==> src/rtl/term_pkg.sv <==
// Shared definitions for the terminal write controller.
//   ROWS_DEF / COLS_DEF : default visible text geometry
//   CH_*                : control and fill character codes
//   term_state_e        : controller state encoding
//   is_printable()      : true for the printable ASCII range 0x20..0x7E
package term_pkg;

  localparam int ROWS_DEF = 30;
  localparam int COLS_DEF = 70;

  localparam logic [7:0] CH_BLANK = 8'h20;
  localparam logic [7:0] CH_BS    = 8'h08;
  localparam logic [7:0] CH_LF    = 8'h0A;
  localparam logic [7:0] CH_CR    = 8'h0D;

  typedef enum logic [1:0] {
    ST_IDLE    = 2'd0,
    ST_PUT     = 2'd1,
    ST_CLEAR   = 2'd2,
    ST_CLRLINE = 2'd3
  } term_state_e;

  function automatic logic is_printable(input logic [7:0] ch);
    return (ch >= 8'h20) && (ch <= 8'h7E);
  endfunction

endpackage

==> src/rtl/term_sweep_cnt.sv <==
// Row/column sweep counter used to blank either a single line or the whole
// screen. Column is the inner (fast) index.
// Ports:
//   clk, rst          : clock, asynchronous active-low reset (clears to 0,0)
//   start_i           : load position (start_row_i, col 0)
//   start_row_i       : row to load on start
//   step_i            : advance one cell (col+1, or col 0 / next row)
//   row_o, col_o      : current sweep position
//   last_col_o        : position is in the last column
//   last_cell_o       : position is the last cell of the visible screen
module term_sweep_cnt
  import term_pkg::*;
#(
  parameter int ROWS = ROWS_DEF,
  parameter int COLS = COLS_DEF
) (
  input  logic       clk,
  input  logic       rst,
  input  logic       start_i,
  input  logic [4:0] start_row_i,
  input  logic       step_i,
  output logic [4:0] row_o,
  output logic [6:0] col_o,
  output logic       last_col_o,
  output logic       last_cell_o
);

  logic [4:0] row_q, row_d;
  logic [6:0] col_q, col_d;

  assign last_col_o  = (col_q == 7'(COLS - 1));
  assign last_cell_o = last_col_o && (row_q == 5'(ROWS - 1));
  assign row_o       = row_q;
  assign col_o       = col_q;

  always_comb begin
    row_d = row_q;
    col_d = col_q;
    if (start_i) begin
      row_d = start_row_i;
      col_d = '0;
    end else if (step_i) begin
      if (last_col_o) begin
        col_d = '0;
        row_d = (row_q == 5'(ROWS - 1)) ? 5'd0 : row_q + 5'd1;
      end else begin
        col_d = col_q + 7'd1;
      end
    end
  end

  always_ff @(posedge clk or negedge rst) begin
    if (!rst) begin
      row_q <= '0;
      col_q <= '0;
    end else begin
      row_q <= row_d;
      col_q <= col_d;
    end
  end

endmodule

==> src/rtl/term_write_ctrl.sv <==
// Terminal write controller: turns keyboard characters into video-memory
// writes, tracks the cursor, and blanks lines / the whole screen.
// Ports:
//   clk, rst            : clock, asynchronous active-low reset
//   kb_valid, kb_data   : keyboard character offer
//   kb_ready            : character accepted when kb_valid & kb_ready
//   clear_req           : one-cycle request to blank the screen (IDLE only)
//   vm_we/addr/wdata    : video memory write port, addr = {col[6:0], row[4:0]}
//   cur_row, cur_col    : cursor position
//   busy                : controller not in IDLE
//   cursor_on           : cursor visibility
// Build option: define TERM_CURSOR_BLINK_EN to make cursor_on blink with a
// half-period of 2^BLINK_LOG2 clocks; otherwise cursor_on is constant 1.
module term_write_ctrl
  import term_pkg::*;
#(
  parameter int ROWS       = ROWS_DEF,
  parameter int COLS       = COLS_DEF,
  parameter int BLINK_LOG2 = 24
) (
  input  logic        clk,
  input  logic        rst,
  input  logic        kb_valid,
  input  logic [7:0]  kb_data,
  output logic        kb_ready,
  input  logic        clear_req,
  output logic        vm_we,
  output logic [11:0] vm_addr,
  output logic [7:0]  vm_wdata,
  output logic [4:0]  cur_row,
  output logic [6:0]  cur_col,
  output logic        busy,
  output logic        cursor_on
);

  term_state_e state_q, state_d;
  logic [4:0]  row_q, row_d;
  logic [6:0]  col_q, col_d;
  logic        we_q, we_d;
  logic [11:0] addr_q, addr_d;
  logic [7:0]  wdata_q, wdata_d;
  logic        ready_q, ready_d;
  logic        busy_q, busy_d;
  logic        done_q, done_d;   // sweep has issued its final write
  logic        adv_q, adv_d;     // PUT wrapped to a new row, blank it next

  logic        sw_start;
  logic [4:0]  sw_start_row;
  logic        sw_step;
  logic [4:0]  sw_row;
  logic [6:0]  sw_col;
  logic        sw_last_col;
  logic        sw_last_cell;

  logic        xfer;
  logic [4:0]  row_inc;
  logic [4:0]  bs_row;
  logic [6:0]  bs_col;

  term_sweep_cnt #(
    .ROWS (ROWS),
    .COLS (COLS)
  ) u_sweep (
    .clk         (clk),
    .rst         (rst),
    .start_i     (sw_start),
    .start_row_i (sw_start_row),
    .step_i      (sw_step),
    .row_o       (sw_row),
    .col_o       (sw_col),
    .last_col_o  (sw_last_col),
    .last_cell_o (sw_last_cell)
  );

  // A pending clear request takes precedence over the keyboard, so it must
  // withdraw ready in the same cycle it is raised.
  assign kb_ready = ready_q & ~clear_req;
  assign xfer     = kb_valid & kb_ready;

  assign row_inc = (row_q == 5'(ROWS - 1)) ? 5'd0 : row_q + 5'd1;
  assign bs_row  = (col_q == 7'd0) ? row_q - 5'd1 : row_q;
  assign bs_col  = (col_q == 7'd0) ? 7'(COLS - 1) : col_q - 7'd1;

  always_comb begin
    state_d      = state_q;
    row_d        = row_q;
    col_d        = col_q;
    we_d         = 1'b0;
    addr_d       = addr_q;
    wdata_d      = wdata_q;
    done_d       = done_q;
    adv_d        = adv_q;
    sw_start     = 1'b0;
    sw_start_row = row_q;
    sw_step      = 1'b0;

    unique case (state_q)
      ST_IDLE: begin
        if (clear_req) begin
          state_d      = ST_CLEAR;
          sw_start     = 1'b1;
          sw_start_row = 5'd0;
          done_d       = 1'b0;
        end else if (xfer) begin
          if (is_printable(kb_data)) begin
            we_d    = 1'b1;
            addr_d  = {col_q, row_q};
            wdata_d = kb_data;
            state_d = ST_PUT;
            if (col_q == 7'(COLS - 1)) begin
              col_d = '0;
              row_d = row_inc;
              adv_d = 1'b1;
            end else begin
              col_d = col_q + 7'd1;
              adv_d = 1'b0;
            end
          end else if (kb_data == CH_LF) begin
            col_d        = '0;
            row_d        = row_inc;
            state_d      = ST_CLRLINE;
            sw_start     = 1'b1;
            sw_start_row = row_inc;
            done_d       = 1'b0;
          end else if (kb_data == CH_CR) begin
            col_d = '0;
          end else if (kb_data == CH_BS) begin
            if (row_q != 5'd0 || col_q != 7'd0) begin
              row_d   = bs_row;
              col_d   = bs_col;
              we_d    = 1'b1;
              addr_d  = {bs_col, bs_row};
              wdata_d = CH_BLANK;
              state_d = ST_PUT;
              adv_d   = 1'b0;
            end
          end
        end
      end

      ST_PUT: begin
        if (adv_q) begin
          state_d      = ST_CLRLINE;
          sw_start     = 1'b1;
          sw_start_row = row_q;
          done_d       = 1'b0;
        end else begin
          state_d = ST_IDLE;
        end
      end

      ST_CLRLINE: begin
        if (!done_q) begin
          we_d    = 1'b1;
          addr_d  = {sw_col, sw_row};
          wdata_d = CH_BLANK;
          sw_step = 1'b1;
          done_d  = sw_last_col;
        end else begin
          state_d = ST_IDLE;
        end
      end

      ST_CLEAR: begin
        if (!done_q) begin
          we_d    = 1'b1;
          addr_d  = {sw_col, sw_row};
          wdata_d = CH_BLANK;
          sw_step = 1'b1;
          done_d  = sw_last_cell;
        end else begin
          state_d = ST_IDLE;
          row_d   = '0;
          col_d   = '0;
        end
      end

      default: state_d = ST_CLEAR;
    endcase

    ready_d = (state_d == ST_IDLE);
    busy_d  = (state_d != ST_IDLE);
  end

  always_ff @(posedge clk or negedge rst) begin
    if (!rst) begin
      state_q <= ST_CLEAR;
      row_q   <= '0;
      col_q   <= '0;
      we_q    <= 1'b0;
      addr_q  <= '0;
      wdata_q <= CH_BLANK;
      ready_q <= 1'b0;
      busy_q  <= 1'b1;
      done_q  <= 1'b0;
      adv_q   <= 1'b0;
    end else begin
      state_q <= state_d;
      row_q   <= row_d;
      col_q   <= col_d;
      we_q    <= we_d;
      addr_q  <= addr_d;
      wdata_q <= wdata_d;
      ready_q <= ready_d;
      busy_q  <= busy_d;
      done_q  <= done_d;
      adv_q   <= adv_d;
    end
  end

  assign vm_we    = we_q;
  assign vm_addr  = addr_q;
  assign vm_wdata = wdata_q;
  assign cur_row  = row_q;
  assign cur_col  = col_q;
  assign busy     = busy_q;

`ifdef TERM_CURSOR_BLINK_EN
  logic [BLINK_LOG2-1:0] blink_q;
  logic                  cursor_on_q;

  // Any accepted character shows the cursor immediately; blinking resumes
  // from the visible phase.
  always_ff @(posedge clk or negedge rst) begin
    if (!rst) begin
      blink_q     <= '0;
      cursor_on_q <= 1'b1;
    end else begin
      blink_q <= blink_q + 1'b1;
      if (xfer) begin
        cursor_on_q <= 1'b1;
      end else if (&blink_q) begin
        cursor_on_q <= ~cursor_on_q;
      end
    end
  end

  assign cursor_on = cursor_on_q;
`else
  assign cursor_on = 1'b1;
`endif

endmodule

==> config.mk <==
export PLATFORM = sky130hd
export DESIGN_NAME = term_write_ctrl
export DESIGN_NICKNAME = d
export VERILOG_FILES = /design/src/rtl/term_pkg.sv /design/src/rtl/term_sweep_cnt.sv /design/src/rtl/term_write_ctrl.sv
export SDC_FILE = /design/constraint.sdc
export NUM_CORES = 1
export LEC_CHECK = 0
export ABC_AREA = 1
export CORE_UTILIZATION = 50
export CTS_CLUSTER_DIAMETER = 150
export DETAILED_ROUTE_END_ITERATION = 6
export PLACE_DENSITY = 0.74
export SETUP_SLACK_MARGIN = 0.1
export SLEW_MARGIN = 20
export SYNTH_ARGS = -nofsm -noshare
export SYNTH_HDL_FRONTEND = slang
export SYNTH_HIERARCHICAL = 1
export SYNTH_SLANG_ARGS = --single-unit
==> constraint.sdc <==
create_clock -name clk -period 4.8 [get_ports clk]
set_input_delay 1.44 -clock clk [delete_from_list [all_inputs] [get_ports clk]]
set_output_delay 1.44 -clock clk [all_outputs]
set_load 0.02 [all_outputs]
==> summary.md, run 1 <==
| Metric | Value |
|---|---|
| Highest clock rate | `approximately 240 MHz` |
| Highest-count cells in the layout ignoring fill and taps | `nand2_1 (245), nand3_1 (57), inv_1 (56)` |
| Critical Path Source Type | `input pin` |
| Endpoint type of the worst setup path | `primary output` |
| Area share of the leading cell type in the synthesized netlist | `0.3141` |
| Biggest area contributors in the synthesized netlist | `dfrtp_1 (31%), nand2_1 (24%), nand3_1 (7.5%)` |
| Hold Vio Cnt, Final | `0` |
| Die Wd | `around 89 microns` |
| Count of cells resized by post-cts repair | `0` |
| Overflow after GRT | `0` |
| Leading cell type in the layout, fill and taps excluded | `nand2_1` |
| Largest family of logic cells by synthesized area | `simple AND/OR/NAND/NOR gates` |
| Maximum Capacitance Violations | `0` |
| Largest fanout on the critical path | `3` |
| Hold-fix buffers, CTS | `0` |
| Worst ir drop on vdd | `about 0.22 mV` |
| Power density over cell area | `just under 600 nW/um^2` |
| Sequence of cells on the critical path | `clkdlybuf4s50_1 > nor2_1 > clkdlybuf4s50_1` |
| Cell at the slowest stage of the critical path | `clkdlybuf4s50_1` |
| Count of final setup violators | `0` |
| Final critical-path required period | `slightly above 4 ns` |
| Global-route wire length before repair | `15990 microns` |
| Area inside the core boundary | `around 7300 sq um` |
| Synthesized cell area | `~3800 sq um` |
| Worst Hold Slack | `0.4741 ns` |
| Proportion of synthesized chip area in sequential cells | `0.3348` |
| Detailed Routing Iterations Pass 1 | `5` |
| Setup tns final | `0 ns` |
| Number of global-route vias before repair | `about 3500` |
| Buffer and inverter count on the worst path | `2` |
| Ports | `between 40 and 50` |
| Post-CTS setup repair buffer count | `0` |
| Static leakage | `2.292 nW` |
| DRC Markers | `0` |
| Count of mapped cells out of synthesis | `between 500 and 600` |
| Area delta synth->final | `14.66%` |
| H-tree lvl count | `2` |
| Number of buffers added on ports | `between 40 and 50` |
| Height of the die | `89.45 microns` |
| Post-Synth Simple-Gate Area | `0.4427` |
| Run status | `complete, no violations` |
| Share of post-route cells with drive strength above 1 | `0.07484` |
| Remaining number of nets flagged by the antenna check after routing | `0` |
| Cell family with most CP delay | `buffers and inverters` |
| Post-detailed-route via-to-cell ratio | `5.307` |
| HPWL after detailed placement | `7170 microns` |
| Global placer's final weighted congestion | `0.8845` |
| CTS Buffer Depth | `2` |
| Std cell rows | `31` |
| Post-synthesis adder-cell area fraction | `0.03927` |
| Multiplexer share of the synthesized area | `0.002618` |
| CTS tree | `done` |
| Wire length reported by the detailed router | `roughly 9700 microns` |
| Initial standard-cell utilization of the core | `0.5216` |
| Global-route usage over all layers | `0.2618` |
| Worst-margin pin slew | `between 0.7 and 0.8 ns` |
| Clock latency of the later-clocked register in the worst-skew pair | `approximately 0.32 ns` |
| Initial antenna violation count | `0` |
| Final critical-path share of the clock period | `0.8571` |
| Synth Net Count | `615` |
| Worst path most repeated cell | `clkdlybuf4s50_1` |
| Worst slew margin relative to its limit | `0.4963` |
| Count of pins over their slew limit | `0` |
| Mapped Avg Cell Area | `~6.5 sq um` |
| Clock buffers created by TritonCTS | `5` |
| Path category of the worst min-delay check | `reg -> reg` |
| Number of warnings reported in the yosys synthesis log | `6` |
| Largest net degree at the start of global routing | `34` |
| Average wire per standard cell | `about 13 microns` |
| CTS Sinks | `51` |
| Number of antenna repair diodes | `0` |
| Nets@finish | `651` |
| Setup skew after layout | `about 0.013 ns` |
| Placed Cells | `719` |
| Area fraction in compound gates after synthesis | `0.07232` |
| Setup CP Type | `in -> out` |
| Yosys cell types | `34` |
| Critical path data arrival time | `about 2.7 ns` |
| Critical Path RT | `3.36 ns` |
| Number of storage elements in the synthesis netlist | `between 50 and 60` |
| Yosys top cell by area | `dfrtp_1` |
| Clock Tree Root | `clkbuf_8` |
| Die area | `between 8000 and 9000 sq um` |
| Routed vias | `3858` |
| Critical Path Max Stage Delay | `between 0.6 and 0.7 ns` |
| Iteration-0 DRC count of the detailed router | `232` |
| RSZ-0062 raised after global routing | `no` |
| Clock-pin slew on the worst setup and hold paths | `0.10 ns` |
| Number of filler instances in the final layout | `692` |
| Count of non-filler cells in the finished layout | `a little over 700` |
| Post-synthesis xor/xnor area fraction | `0.01374` |
layer usage:
| layer | part of all wire | GRT usage | up-vias | routed length (microns) |
|---|---|---|---|---|
| met5 | 0 | 0 | - | 0 |
| met4 | 0.036 | 0.1212 | 0 | 351 |
| met3 | 0.048 | 0.03970 | 26 | 469 |
| met2 | 0.45 | 0.4240 | 110 | 4333 |
| met1 | 0.47 | 0.3448 | 1806 | 4530 |
| li1 | - | - | 1916 | - |
registers in the layout, indices dropped and copies added (netlist names):
signal / count
cur_col: 7
ready_q: 1
vm_wdata: 8
adv_q: 1
u_sweep/col_o: 7
state_q: 2
vm_addr: 12
busy: 1
done_q: 1
u_sweep/row_o: 5
cur_row: 5
vm_we: 1
per-stage QoR:
stage	worst slack (ns)	total power [mW]	utilization	area [sq um]
after global placement	0.7179	2.303	0.5851	4289
after global routing	0.6591	2.882	0.5981	4384
after floorplan	1.598	1.912	-	3824
final	0.6858	2.616	0.5981	4384
after CTS	0.6953	2.612	0.5981	4384
after detailed placement	0.7065	2.333	0.5851	4289
final timing paths:
path	slack, ns	end	from	cells after the start
setup / recovery	0.69	kb_ready	clear_req	3
hold / removal	0.47	vm_wdata[5]	vm_wdata[5]	2
setup reg to reg	2.00	vm_wdata[6]	state_q[1]	7
hold reg to reg	0.47	vm_wdata[5]	vm_wdata[5]	2
max in group asynchronous	2.80	state_q[1]	rst	2
min in group asynchronous	1.17	cur_col[2]	rst	1
synthesized netlist by cell type, drive strengths merged:
master,instances
a21oi,8
buf,16
clkbuf,3
clkinv,1
conb,1
dfrtp,48
dfstp,3
ha,12
inv,60
mux2i,1
nand2,253
nand3,59
nand4,8
nor2,66
nor3,4
o211ai,1
o21ai,34
o21bai,2
o22ai,4
or2,1
xnor2,4
xor2,2
report_power, final:
group | internal, mW | switching (mW)
logic | 0.589 | 0.973
clock network | 0.108 | 0.165
registers | 0.575 | 0.206
worst register-to-register path: cells and delay by family, from the launching register on:
kind	cells	cell delay, ns
flip-flops	1	0.74
AO/OA/AOI/OAI	1	0.07
AND/OR/NAND/NOR	3	0.95
buffers and inverters	3	0.93
cell families (layout without fill, tap and decap cells):
family	after synthesis	after routing
simple gates	391	391
buf+inv	80	117
flops	51	51
compound gates	49	49
fa+ha+maj	12	12
xor+xnor	6	6
other cells	1	1
mux	1	1
final cells by class:
type                    count  area, sq um  share of cell area
clock buffers               5        68.82             0.01570
well taps                  99        123.9             0.02825
clock inverters             3        26.28            0.005993
inverters                  61        229.0             0.05223
repair buffers             48        470.5              0.1073
flip-flops and latches     51         1280              0.2920
multi-input cells         460         2186              0.4986
Power figures use the tool's default switching activity.
==> run 2, diff against run 1 <==
--- a/config.mk
+++ b/config.mk
@@ -5,11 +5,10 @@
 export SDC_FILE = /design/constraint.sdc
 export NUM_CORES = 1
 export LEC_CHECK = 0
-export ABC_AREA = 1
 export CORE_UTILIZATION = 50
 export CTS_CLUSTER_DIAMETER = 150
 export DETAILED_ROUTE_END_ITERATION = 6
-export PLACE_DENSITY = 0.74
+export PLACE_DENSITY = 0.75
 export SETUP_SLACK_MARGIN = 0.1
 export SLEW_MARGIN = 20
 export SYNTH_ARGS = -nofsm -noshare
==> run 2 against run 1 <==
Net effect: sequential power shrank 14%; combinational power shrank 44%; non-clock buffer count grew 3.
==> summary.md, run 2 <==
| Metric | Value |
|---|---|
| Run status | `complete, no violations` |
| Startpoint of the worst-slack reg-to-reg timing path | `cur_col[0]` |
| Post-synth top cells | `dfrtp_1 (48), nand2_1 (45), nor2_1 (41)` |
| Ports | `48` |
| Placed cell areas | `just over 4000 sq um` |
| Largest net degree at the start of global routing | `52` |
| Die Wd | `86.13 microns` |
| Post-CTS setup repair buffer count | `0` |
| Hold Vio Cnt, Final | `0` |
| Worst Hold Slack | `0.4959 ns` |
| Mapped Avg Cell Area | `roughly 8.3 sq um` |
| Largest fanout on the critical path | `4` |
| CTS tree | `done` |
| Endpoint type of the worst setup path | `primary output` |
| Average wire per standard cell | `17.02 microns` |
| CTS Sinks | `slightly above 50` |
| Amount of wire on met3 after detailed routing | `approximately 470 microns` |
| Overall power | `between 1.5 and 2 mW` |
| Share of total power consumed by net switching | `0.4310` |
| Die area | `about 7400 sq um` |
| Count of pins over their slew limit | `0` |
| Count of mapped cells out of synthesis | `427` |
| Register share of total power | `0.360` |
| Area delta synth->final | `17.68%` |
| Global-route usage over all layers | `0.2687` |
| Nets@finish | `approximately 490` |
| Number of flip-flops under the largest register name | `12` |
| Height of the die | `86.13 microns` |
| Count of cells resized by post-cts repair | `0` |
| Worst slew margin relative to its limit | `0.4999` |
| Share of post-route cells with drive strength above 1 | `0.07576` |
| Critical Path Source Type | `input pin` |
| Share of the core filled with cells in the final layout | `0.6095` |
| Worst setup slack after placement | `roughly 0.6 ns` |
| Detailed Routing Iterations Pass 1 | `5` |
| Initial antenna violation count | `0` |
| Proportion of synthesized chip area in sequential cells | `0.3617` |
| Final critical-path share of the clock period | `0.8799` |
| Critical path data arrival time | `~2.8 ns` |
| Std cell rows | `30` |
| Share of flip-flops with an asynchronous set or reset after synthesis | `1.000` |
| Post-route setup slack | `0.5765 ns` |
| Remaining number of nets flagged by the antenna check after routing | `0` |
| Worst-margin pin slew | `roughly 0.75 ns` |
| Final Cell Area | `roughly 4200 sq um` |
| Count of non-filler cells in the finished layout | `between 500 and 600` |
| Min-Delay Startpoint | `vm_wdata[7]` |
| Wire length reported by the detailed router | `~9500 microns` |
| Net switching component of the power | `between 0.8 and 0.9 mW` |
| Yosys cell types | `66` |
| Maximum Capacitance Violations | `0` |
| Setup CP Type | `in -> out` |
| Synth Net Count | `between 400 and 500` |
| Clock Tree Root | `clkbuf_8` |
| Overflow after GRT | `0` |
| Biggest area contributors in the synthesized netlist | `dfrtp_1 (34%), o21ai_0 (5.1%), nand2_1 (4.8%)` |
| Int Pwr | `1.062 mW` |
| Initial standard-cell utilization of the core | `0.5179` |
| Hold-fix buffers, CTS | `0` |
| Post-detailed-route via-to-cell ratio | `around 6.2` |
| Number of global-route vias before repair | `~3300` |
| Final critical-path required period | `roughly 4.2 ns` |
| Number of warnings reported in the yosys synthesis log | `6` |
| Highest-count cells in the layout ignoring fill and taps | `dfrtp_1 (48), nand2_1 (45), clkdlybuf4s50_1 (45)` |
| Clock-pin slew on the worst setup and hold paths | `0.10 ns` |
| Global placer's final weighted congestion | `0.8979` |
| Met1 routed wirelength after detailed routing | `just over 4000 microns` |
| Static leakage | `1.669 nW` |
| Detail Route met2 WL | `~4700 microns` |
| Dominant cell by count in the synthesized netlist | `dfrtp_1` |
| Number of storage elements in the synthesis netlist | `around 50` |
| Worst setup path start | `clear_req` |
| HPWL after detailed placement | `6833 microns` |
| Number of buffers added on ports | `46` |
| Number of flops mapped to enable cells by yosys | `0` |
| Yosys top cell by area | `dfrtp_1` |
| CTS Buffer Depth | `2` |
| Routed vias | `roughly 3400` |
| Worst ir drop on vdd | `0.1933 mV` |
| Clock buffers created by TritonCTS | `5` |
| Power density over cell area | `448.3 nW/um^2` |
| Critical Path RT | `~3.4 ns` |
| Number of antenna repair diodes | `0` |
| Area inside the core boundary | `between 6000 and 7000 sq um` |
| Leading cell type in the layout, fill and taps excluded | `dfrtp_1` |
| Share of total power in the clock network | `0.171` |
| RSZ-0062 raised after global routing | `no` |
| Clock latency of the later-clocked register in the worst-skew pair | `between 0.3 and 0.4 ns` |
| Area share of the leading cell type in the synthesized netlist | `0.3395` |
| Global-route wire length before repair | `15730 microns` |
| Fraction of power consumed by combinational cells | `0.469` |
| Setup tns final | `0 ns` |
| Count of final setup violators | `0` |
| Max Used Layer | `met4` |
| Main synth FF type | `dfrtp_1` |
| H-tree lvl count | `2` |
| Path category of the worst min-delay check | `reg -> reg` |
| Placed Cells | `550` |
| Iteration-0 DRC count of the detailed router | `258` |
| Highest clock rate | `236.8 MHz` |
| Synthesized cell area | `~3500 sq um` |
| Setup skew after layout | `0.008186 ns` |
| DRC Markers | `0` |
run 2: cell count changes after synthesis, sizes merged, moves of 7 or more:
cell    previous run  this run
nand2            253        45
inv               60        21
nand3             59        27
nor2              66        41
a21oi              8        22
clkbuf             3        17
nor2b              0        10
buf               16         7
mux2               0         9
o31ai              0         8
a22oi              0         7
nor3               4        11
run 2: layout make-up:
cell class	instances	area [sq um]
fillers	631	2668
repair buffers	51	493.0
well taps	96	120.1
flip-flops and latches	51	1280
clock inverters	3	46.29
clock buffers	5	68.82
inverters	21	78.83
multi-input cells	331	2077
run 2: layer usage:
layer / track usage / up-vias
met4: 0.08485 / 0
met3: 0.03657 / 15
met5: 0 / -
li1: - / 1627
met1: 0.3573 / 1683
met2: 0.4531 / 116
run 2: worst paths after layout:
check                              end  slack (ns)  cells after the start
max reg2reg                 vm_addr[9]        2.15                      8
max                           kb_ready        0.58                      3
max in group asynchronous   cur_row[2]        3.12                      2
min                        vm_wdata[7]        0.50                      2
min in group asynchronous   cur_col[3]        1.22                      2
min reg2reg                vm_wdata[7]        0.50                      2
run 2: critical path: stages:
cell,delay [ns]
clkdlybuf4s50_1,0.48
nor2b_1,0.22
clkdlybuf4s50_1,0.64
run 2: kinds of logic (layout without fill, tap and decap cells):
logic type | after synthesis | count (layout) | share of synthesized area
AOI/OAI and AO/OA | 118 | 118 | 0.2214
xor gates and xnor gates | 7 | 7 | 0.01733
adders and majority gates | 12 | 12 | 0.04243
buffers and inverters | 45 | 80 | 0.05304
DFF | 51 | 51 | 0.3617
muxes | 12 | 12 | 0.03713
other | 1 | 1 | 0.001060
and+or+nand+nor | 181 | 181 | 0.2659
run 2: power by group through the flow:
stage / Combinational (mW) / Clock [mW] / Sequential, mW
3_5_place_dp: 0.862 / 0 / 0.676
2_1_floorplan: 0.553 / 0 / 0.695
6_report: 0.875 / 0.319 / 0.672
4_1_cts: 0.867 / 0.324 / 0.669
3_3_place_gp: 0.841 / 0 / 0.672
5_1_grt: 0.962 / 0.340 / 0.691
